<file path="src/rtl/contador_nivel3_pkg.sv">
// Shared definitions for the mm:ss BCD countdown timer.
//   state_t      : FSM encoding, also driven out on the estado port
//   BCD_MAX      : largest BCD digit value
//   SEC_TENS_MAX : largest seconds-tens digit value
//   ADD_TENS     : seconds-tens increment applied by the +30 s command
package contador_nivel3_pkg;

  typedef enum logic [1:0] {
    S_IDLE    = 2'd0,
    S_RUNNING = 2'd1,
    S_PAUSED  = 2'd2
  } state_t;

  localparam logic [3:0] BCD_MAX      = 4'd9;
  localparam logic [3:0] SEC_TENS_MAX = 4'd5;
  localparam logic [3:0] ADD_TENS     = 4'd3;

endpackage

</file>
<file path="src/rtl/contador_nivel3_if.sv">
// Keypad-side command bus and display/control outputs of the countdown timer.
//   master : keypad decoder / controller side (drives commands, reads display)
//   slave  : the timer itself
//   data/load_digit/start/pause/add30 : commands, sampled on the rising clock edge
//   segundos/dezenas/minutos          : BCD display digits (minutes LS digit in [3:0])
//   timer/done/erro/estado            : magnetron enable, end pulse, reject pulse, FSM state
interface contador_nivel3_if #(
  parameter int MIN_DIGITS = 1
);
  logic [3:0]              data;
  logic                    load_digit;
  logic                    start;
  logic                    pause;
  logic                    add30;
  logic [3:0]              segundos;
  logic [3:0]              dezenas;
  logic [4*MIN_DIGITS-1:0] minutos;
  logic                    timer;
  logic                    done;
  logic                    erro;
  logic [1:0]              estado;

  modport master (
    output data, load_digit, start, pause, add30,
    input  segundos, dezenas, minutos, timer, done, erro, estado
  );

  modport slave (
    input  data, load_digit, start, pause, add30,
    output segundos, dezenas, minutos, timer, done, erro, estado
  );
endinterface

</file>
<file path="src/rtl/contador_nivel3_bcd_digito.sv">
// One BCD digit of the timer with modulus MOD (10 for units/minutes, 6 for seconds tens).
//   clock, clear : rising-edge clock, synchronous active-high clear
//   sat_en       : force MOD-1 (saturation), highest priority after clear
//   shift_en     : take shift_in (keypad entry shifting)
//   add_en       : q + addend + carry_in, wrapped once at MOD
//   dec_en       : decrement when borrow_in, 0 wraps to MOD-1
//   q            : digit value
module bcd_digito #(
  parameter logic [3:0] MOD = 4'd10
) (
  input  logic       clock,
  input  logic       clear,
  input  logic       sat_en,
  input  logic       shift_en,
  input  logic       add_en,
  input  logic       dec_en,
  input  logic [3:0] shift_in,
  input  logic       borrow_in,
  input  logic [3:0] addend,
  input  logic       carry_in,
  output logic [3:0] q
);
  logic [3:0] q_q, q_d;
  logic [4:0] sum;

  always_comb begin
    sum = {1'b0, q_q} + {1'b0, addend} + {4'b0, carry_in};
    q_d = q_q;
    if (sat_en)
      q_d = MOD - 4'd1;
    else if (shift_en)
      q_d = shift_in;
    else if (add_en)
      q_d = (sum >= {1'b0, MOD}) ? 4'(sum - {1'b0, MOD}) : sum[3:0];
    else if (dec_en && borrow_in)
      q_d = (q_q == 4'd0) ? MOD - 4'd1 : q_q - 4'd1;
  end

  always_ff @(posedge clock) begin
    if (clear) q_q <= 4'd0;
    else       q_q <= q_d;
  end

  assign q = q_q;
endmodule

</file>
<file path="src/rtl/contador_nivel3.sv">
// BCD mm:ss countdown timer for the microwave controller.
//   clock, clear : rising-edge clock, synchronous active-high reset
//   bus          : command inputs and registered display/status outputs
// Digit chain index: 0 = seconds units, 1 = seconds tens, 2.. = minutes (LS first).
// The FSM, prescaler, entry validation and +30 s overflow detect live here; the
// digits themselves are bcd_digito instances sharing one set of strobes.
module contador_nivel3
  import contador_nivel3_pkg::*;
#(
  parameter int MIN_DIGITS = 1,
  parameter int TICK_DIV   = 1
) (
  input logic               clock,
  input logic               clear,
  contador_nivel3_if.slave  bus
);
  localparam int NDIG = 2 + MIN_DIGITS;
  localparam int PW   = (TICK_DIV > 1) ? $clog2(TICK_DIV) : 1;
  localparam logic [PW-1:0] PRESC_LAST = PW'(TICK_DIV - 1);

  state_t            state_q, state_d;
  logic [PW-1:0]     presc_q, presc_d;
  logic              done_q, done_d;
  logic              erro_q, erro_d;

  logic [NDIG-1:0][3:0] dig, sin, addend;
  logic [NDIG-1:0]      borrow, cin;
  logic                 shift_en, add_en, dec_en, sat_en;
  logic                 ovf, nonzero, is_one;

  // Shift moves every digit one place up; the top minute digit falls off.
  assign sin     = {dig[NDIG-2:0], bus.data};
  assign nonzero = |dig;
  assign is_one  = (dig[0] == 4'd1) && (dig[NDIG-1:1] == '0);

  // Borrow ripples up through zero digits. For +30 s only the tens digit gets an
  // addend; its carry then ripples through minute digits that are already 9.
  always_comb begin
    borrow    = '0;
    borrow[0] = 1'b1;
    for (int k = 1; k < NDIG; k++)
      borrow[k] = borrow[k-1] && (dig[k-1] == 4'd0);
    addend    = '0;
    addend[1] = ADD_TENS;
    cin       = '0;
    cin[2]    = ({1'b0, dig[1]} + {1'b0, ADD_TENS}) > {1'b0, SEC_TENS_MAX};
    for (int k = 3; k < NDIG; k++)
      cin[k] = cin[k-1] && (dig[k-1] == BCD_MAX);
    ovf = cin[NDIG-1] && (dig[NDIG-1] == BCD_MAX);
  end

  for (genvar g = 0; g < NDIG; g++) begin : g_dig
    bcd_digito #(
      .MOD((g == 1) ? SEC_TENS_MAX + 4'd1 : BCD_MAX + 4'd1)
    ) u_dig (
      .clock     (clock),
      .clear     (clear),
      .sat_en    (sat_en),
      .shift_en  (shift_en),
      .add_en    (add_en),
      .dec_en    (dec_en),
      .shift_in  (sin[g]),
      .borrow_in (borrow[g]),
      .addend    (addend[g]),
      .carry_in  (cin[g]),
      .q         (dig[g])
    );
  end

  always_comb begin
    state_d  = state_q;
    presc_d  = presc_q;
    done_d   = 1'b0;
    erro_d   = 1'b0;
    shift_en = 1'b0;
    add_en   = 1'b0;
    dec_en   = 1'b0;
    sat_en   = 1'b0;
    unique case (state_q)
      S_IDLE: begin
        // load_digit wins over start/add30; an invalid digit is simply dropped.
        if (bus.load_digit)
          shift_en = (bus.data <= BCD_MAX);
        else if (bus.start) begin
          if (nonzero && dig[1] <= SEC_TENS_MAX) begin
            state_d = S_RUNNING;
            presc_d = '0;
          end else
            erro_d = 1'b1;
        end else if (bus.add30) begin
          add_en = 1'b1;
          sat_en = ovf;
          if (!nonzero) begin        // quick start from 00:00
            state_d = S_RUNNING;
            presc_d = '0;
          end
        end
      end
      S_RUNNING: begin
        if (bus.pause)
          state_d = S_PAUSED;
        else if (bus.add30) begin    // this cycle's tick is dropped
          add_en  = 1'b1;
          sat_en  = ovf;
          presc_d = '0;
        end else if (presc_q == PRESC_LAST) begin
          dec_en  = 1'b1;
          presc_d = '0;
          if (is_one) begin
            state_d = S_IDLE;
            done_d  = 1'b1;
          end
        end else
          presc_d = presc_q + 1'b1;
      end
      S_PAUSED: begin
        if (bus.start) state_d = S_RUNNING;
      end
      default: state_d = S_IDLE;
    endcase
  end

  always_ff @(posedge clock) begin
    if (clear) begin
      state_q <= S_IDLE;
      presc_q <= '0;
      done_q  <= 1'b0;
      erro_q  <= 1'b0;
    end else begin
      state_q <= state_d;
      presc_q <= presc_d;
      done_q  <= done_d;
      erro_q  <= erro_d;
    end
  end

  assign bus.segundos = dig[0];
  assign bus.dezenas  = dig[1];
  assign bus.minutos  = dig[NDIG-1:2];
  assign bus.timer    = (state_q == S_RUNNING);
  assign bus.done     = done_q;
  assign bus.erro     = erro_q;
  assign bus.estado   = state_q;
endmodule

</file>
<file path="src/flat_wrapper.sv">
// flat-port wrapper written by rule: the top's interface ports become plain ports
module contador_nivel3_flat import contador_nivel3_pkg::*;
#(
  parameter int MIN_DIGITS = 1,
  parameter int TICK_DIV   = 1
)
  (clock, clear, bus_data, bus_load_digit, bus_start, bus_pause, bus_add30, bus_segundos, bus_dezenas, bus_minutos, bus_timer, bus_done, bus_erro, bus_estado);
  contador_nivel3_if #(.MIN_DIGITS(MIN_DIGITS)) bus_i ();
  input logic clock;
  input logic clear;
  input wire logic [$bits(bus_i.data)-1:0] bus_data;
  input wire logic [$bits(bus_i.load_digit)-1:0] bus_load_digit;
  input wire logic [$bits(bus_i.start)-1:0] bus_start;
  input wire logic [$bits(bus_i.pause)-1:0] bus_pause;
  input wire logic [$bits(bus_i.add30)-1:0] bus_add30;
  output wire logic [$bits(bus_i.segundos)-1:0] bus_segundos;
  output wire logic [$bits(bus_i.dezenas)-1:0] bus_dezenas;
  output wire logic [$bits(bus_i.minutos)-1:0] bus_minutos;
  output wire logic [$bits(bus_i.timer)-1:0] bus_timer;
  output wire logic [$bits(bus_i.done)-1:0] bus_done;
  output wire logic [$bits(bus_i.erro)-1:0] bus_erro;
  output wire logic [$bits(bus_i.estado)-1:0] bus_estado;
  assign bus_i.data = bus_data;
  assign bus_i.load_digit = bus_load_digit;
  assign bus_i.start = bus_start;
  assign bus_i.pause = bus_pause;
  assign bus_i.add30 = bus_add30;
  assign bus_segundos = bus_i.segundos;
  assign bus_dezenas = bus_i.dezenas;
  assign bus_minutos = bus_i.minutos;
  assign bus_timer = bus_i.timer;
  assign bus_done = bus_i.done;
  assign bus_erro = bus_i.erro;
  assign bus_estado = bus_i.estado;
  contador_nivel3 #(.MIN_DIGITS(MIN_DIGITS), .TICK_DIV(TICK_DIV)) u_core (.clock(clock), .clear(clear), .bus(bus_i));
endmodule
</file>
<file path="config.mk">
export PLATFORM = sky130hd
export DESIGN_NAME = contador_nivel3_flat
export DESIGN_NICKNAME = d
export VERILOG_FILES = /design/src/rtl/contador_nivel3_pkg.sv /design/src/rtl/contador_nivel3_if.sv /design/src/rtl/contador_nivel3_bcd_digito.sv /design/src/rtl/contador_nivel3.sv /design/src/flat_wrapper.sv
export SDC_FILE = /design/constraint.sdc
export NUM_CORES = 1
export LEC_CHECK = 0
export ABC_AREA = 1
export CAP_MARGIN = 40
export CORE_MARGIN = 2
export CORE_UTILIZATION = 40
export CTS_CLUSTER_SIZE = 10
export DETAILED_ROUTE_END_ITERATION = 10
export DONT_BUFFER_PORTS = 1
export PLACE_DENSITY = 0.5
export SLEW_MARGIN = 0
export SYNTH_ARGS = -nofsm -noshare
export SYNTH_HDL_FRONTEND = slang
export SYNTH_SLANG_ARGS = --single-unit
</file>
<file path="constraint.sdc">
create_clock -name clock -period 4.1 [get_ports clock]
set_clock_uncertainty 0.1 [all_clocks]
set_input_delay 0.82 -clock clock [delete_from_list [all_inputs] [get_ports clock]]
set_output_delay 0.82 -clock clock [all_outputs]
set_load 0.01 [all_outputs]
</file>
==> impl_metrics.py <==
metrics = {
    "floorplan": {
        "fp.dieW_um": 69.1,
        "die-area_um2": 4770,
        "rows": 23,
        "die_height_um": 69.1,
        "pin_count": 27,
        "initial_core_util_pct": 42.0,
        "core-area_um2": 4030,
    },
    "run": {
        "cap_violations": 0,
    },
    "critical_path": {
        "crit_required_ns": 4.20,
        "startpoint_type": "register",
        "crit_buf_inv": 3,
        "reg2reg_from": "u_core.g_dig[1].u_dig.q[0]",
        "crit_path_end_kind": "register",
        "setup.worst_path.class": "register to register",
        "cp.arrival_ns": 3.43,
        "crit_start": "u_core.g_dig[1].u_dig.q[0]",
        "cpPeakStageDelay_ns": 0.55,
        "crit_path_cell_trace": "inv_2 -> ha_1 -> xnor2_2 -> ha_1 -> nor2_4 -> nand2_4 -> nand2_1 -> inv_1 -> ha_1 -> ha_1 -> xnor2_1 -> ha_1 -> nand2_1 -> nand2_1 -> nand2_1 -> inv_1 -> o21ai_0 -> nand2_1 -> a21oi_2",
        "crit_slowest_cell": "dfxtp_1",
        "path_delay_family": "adder cells",
        "path_max_fanout": 7,
    },
    "global_route": {
        "gr-total-overflow": 0,
        "grt.met3_usage_pct": 3.07,
        "track_usage_pct": 18.4,
        "antenna_found_initial": 0,
        "grtUsageMet1_pct": 25.2,
        "use_met2_pct": 30.1,
        "grt_first_pass_wirelength_um": 7310,
        "grt_pass1_vias": 1560,
        "grt_max_degree": 14,
        "globalRoute.busiestLayer": "met2",
    },
    "detailed_routing": {
        "via_per_inst": 5.06,
        "drc": 0,
        "vias": 1559,
        "wl_per_cell_um": 13.5,
        "drtAntennaViolNets": 0,
        "drtIter0Drc": 83,
        "drt_first_pass_iters": 4,
        "routed_wl_um": 4170,
    },
    "synth": {
        "synth_top_area_share_pct": 18.9,
        "ys_seq_elements": 16,
        "synth.avg_cell_area_um2": 6.59,
        "netlist_area_um2": 1690,
        "yosysSeqAreaShare_pct": 18.9,
        "synth.area.top_cells": "dfxtp_1, nand2_1, ha_1",
        "synth_top_area_cell": "dfxtp_1",
        "synthArstFlopShare_pct": 0,
        "syn_nets": 282,
        "yosysWarnings": 0,
        "synth_cells": 257,
        "ys.flop_type": "dfxtp_1",
        "synth_edf_count": 0,
        "synth_cell_types": 33,
    },
    "layout": {
        "most-common-layout-cells": "nand2_1, inv_1, nand3_1",
        "fin_nets": 284,
        "area_delta_synth_final_pct": 5.69,
        "final_common_cell": "nand2_1",
        "fin_area_um2": 1790,
        "antenna_cells": 0,
        "post-route-util_pct": 44.4,
        "layout-drive-gt1-share_pct": 17.4,
    },
    "min_path": {
        "min-delay-path-class": "register to register",
        "min_from": "u_core.g_dig[0].u_dig.q[1]",
    },
    "timing": {
        "min_period_ns": 3.33,
        "max_freq_mhz": 300,
        "min_period_over_period_pct": 81.3,
        "final-hold-violation-count": 0,
        "drv_slew": 0,
        "tns_ns": 0,
        "maxSlewHeadroom_pct": 69.7,
        "holdWs_ns": 0.470,
        "worstMarginPinSlew_ns": 0.454,
        "finalSetupViolCount": 0,
        "rsz0062_at_grt": "false",
    },
    "placed_design": {
        "gp_congestion": 0.814,
        "hpwl_um": 3340,
        "dpl_cell_area_um2": 1740,
        "io_buffers": 0,
    },
    "pwr": {
        "leakagePower_nw": 0.843,
        "p_per_area_nw_per_um2": 621,
        "vdd_ir_drop_max_mv": 0.205,
    },
    "cts": {
        "clock_latency_ns": 0.26,
        "postCtsSetupBuffers": 0,
        "cts_buffers": 3,
        "cts_resized": 0,
        "path_clk_slew_ns": 0.07,
        "cts.path.max_buffers": 2,
        "root_buffer": "clkbuf_8",
        "htree_num_levels": 1,
        "cts-hold-fix-buffers": 0,
        "cts_tree": "yes",
        "cts_sinks": 16,
    },
    "outcome": {
        "status": "finished, final reports clean",
    },
}
-- kinds of logic after synthesis --
kind of cell,synth area share [%]
AOI/OAI and AO/OA,17.4
xor gates and xnor gates,4.58
adders and majority gates,11.1
buffers and inverters,10.6
DFF,18.9
and+or+nand+nor,37.4
-- synth_stat cells, types with 2 or more instances --
library cell and n:
ha_1 15, nand2_2 6, a21oi_2 5, o21ai_0 12, a21oi_1 12, dfxtp_1 16
buf_2 2, xnor2_1 2, nand3_2 2, nor2_4 5, o211ai_1 2, nand2_1 64
inv_2 6, xor2_1 5, inv_1 32, nor2_1 16, nand3_1 21, nand2_4 4
nor3_1 4, inv_4 2, nand4_1 2, o21ai_1 5, nor2_2 2, o21ai_2 6
-- worst min-delay path: cells and delay by family, from the launching register on --
family,cells,cell delay (ns)
and+or+nand+nor,1,0.09
AOI/OAI and AO/OA,1,0.05
DFF,1,0.38
-- per-layer routing --
layer	wire length (um)	vias to the layer above
met5	0	-
met4	42	0
met3	191	5
met2	1850	33
met1	2080	694
li1	-	827
-- stage by stage --
| step | worst slack, ns | power, W | cells |
|---|---|---|---|
| 2_1_floorplan | 1.06 | 0.000842 | 257 |
| 3_3_place_gp | 0.807 | 0.000979 | 304 |
| 3_5_place_dp | 0.767 | 0.000970 | 304 |
| 4_1_cts | 0.761 | 0.00112 | 308 |
| 5_1_grt | 0.425 | 0.00124 | 308 |
| 6_report | 0.765 | 0.00111 | 308 |
-- final cells by class --
cell class / instances / area [um^2]
clock buffers: 4 / 55.1
fillers: 455 / 2240
inverters: 41 / 159
multi-input cells: 197 / 1190
flip-flops and latches: 16 / 320
well taps: 50 / 62.6
-- power breakdown --
group	leakage, nW	internal [W]	switching [W]
combinational	0.682	0.000248	0.000438
clock	0.0288	0.0000853	0.0000593
sequential	0.131	0.000192	0.0000895
-- final timing paths --
kind                                endpoint  slack, ns  cells past startpoint
setup / recovery  u_core.g_dig[2].u_dig.q[2]       0.77                     19
hold / removal    u_core.g_dig[0].u_dig.q[1]       0.47                      2
hold reg to reg   u_core.g_dig[0].u_dig.q[1]       0.47                      2
setup reg to reg  u_core.g_dig[2].u_dig.q[2]       0.77                     19
-- flip-flops by register name (all words and copies together) (netlist names) --
signal	flops
u_core.g_dig.u_dig.q	12
u_core.bus.estado	2
u_core.bus.done	1
u_core.bus.erro	1
No activity file was read; power rests on OpenSTA's default activity.
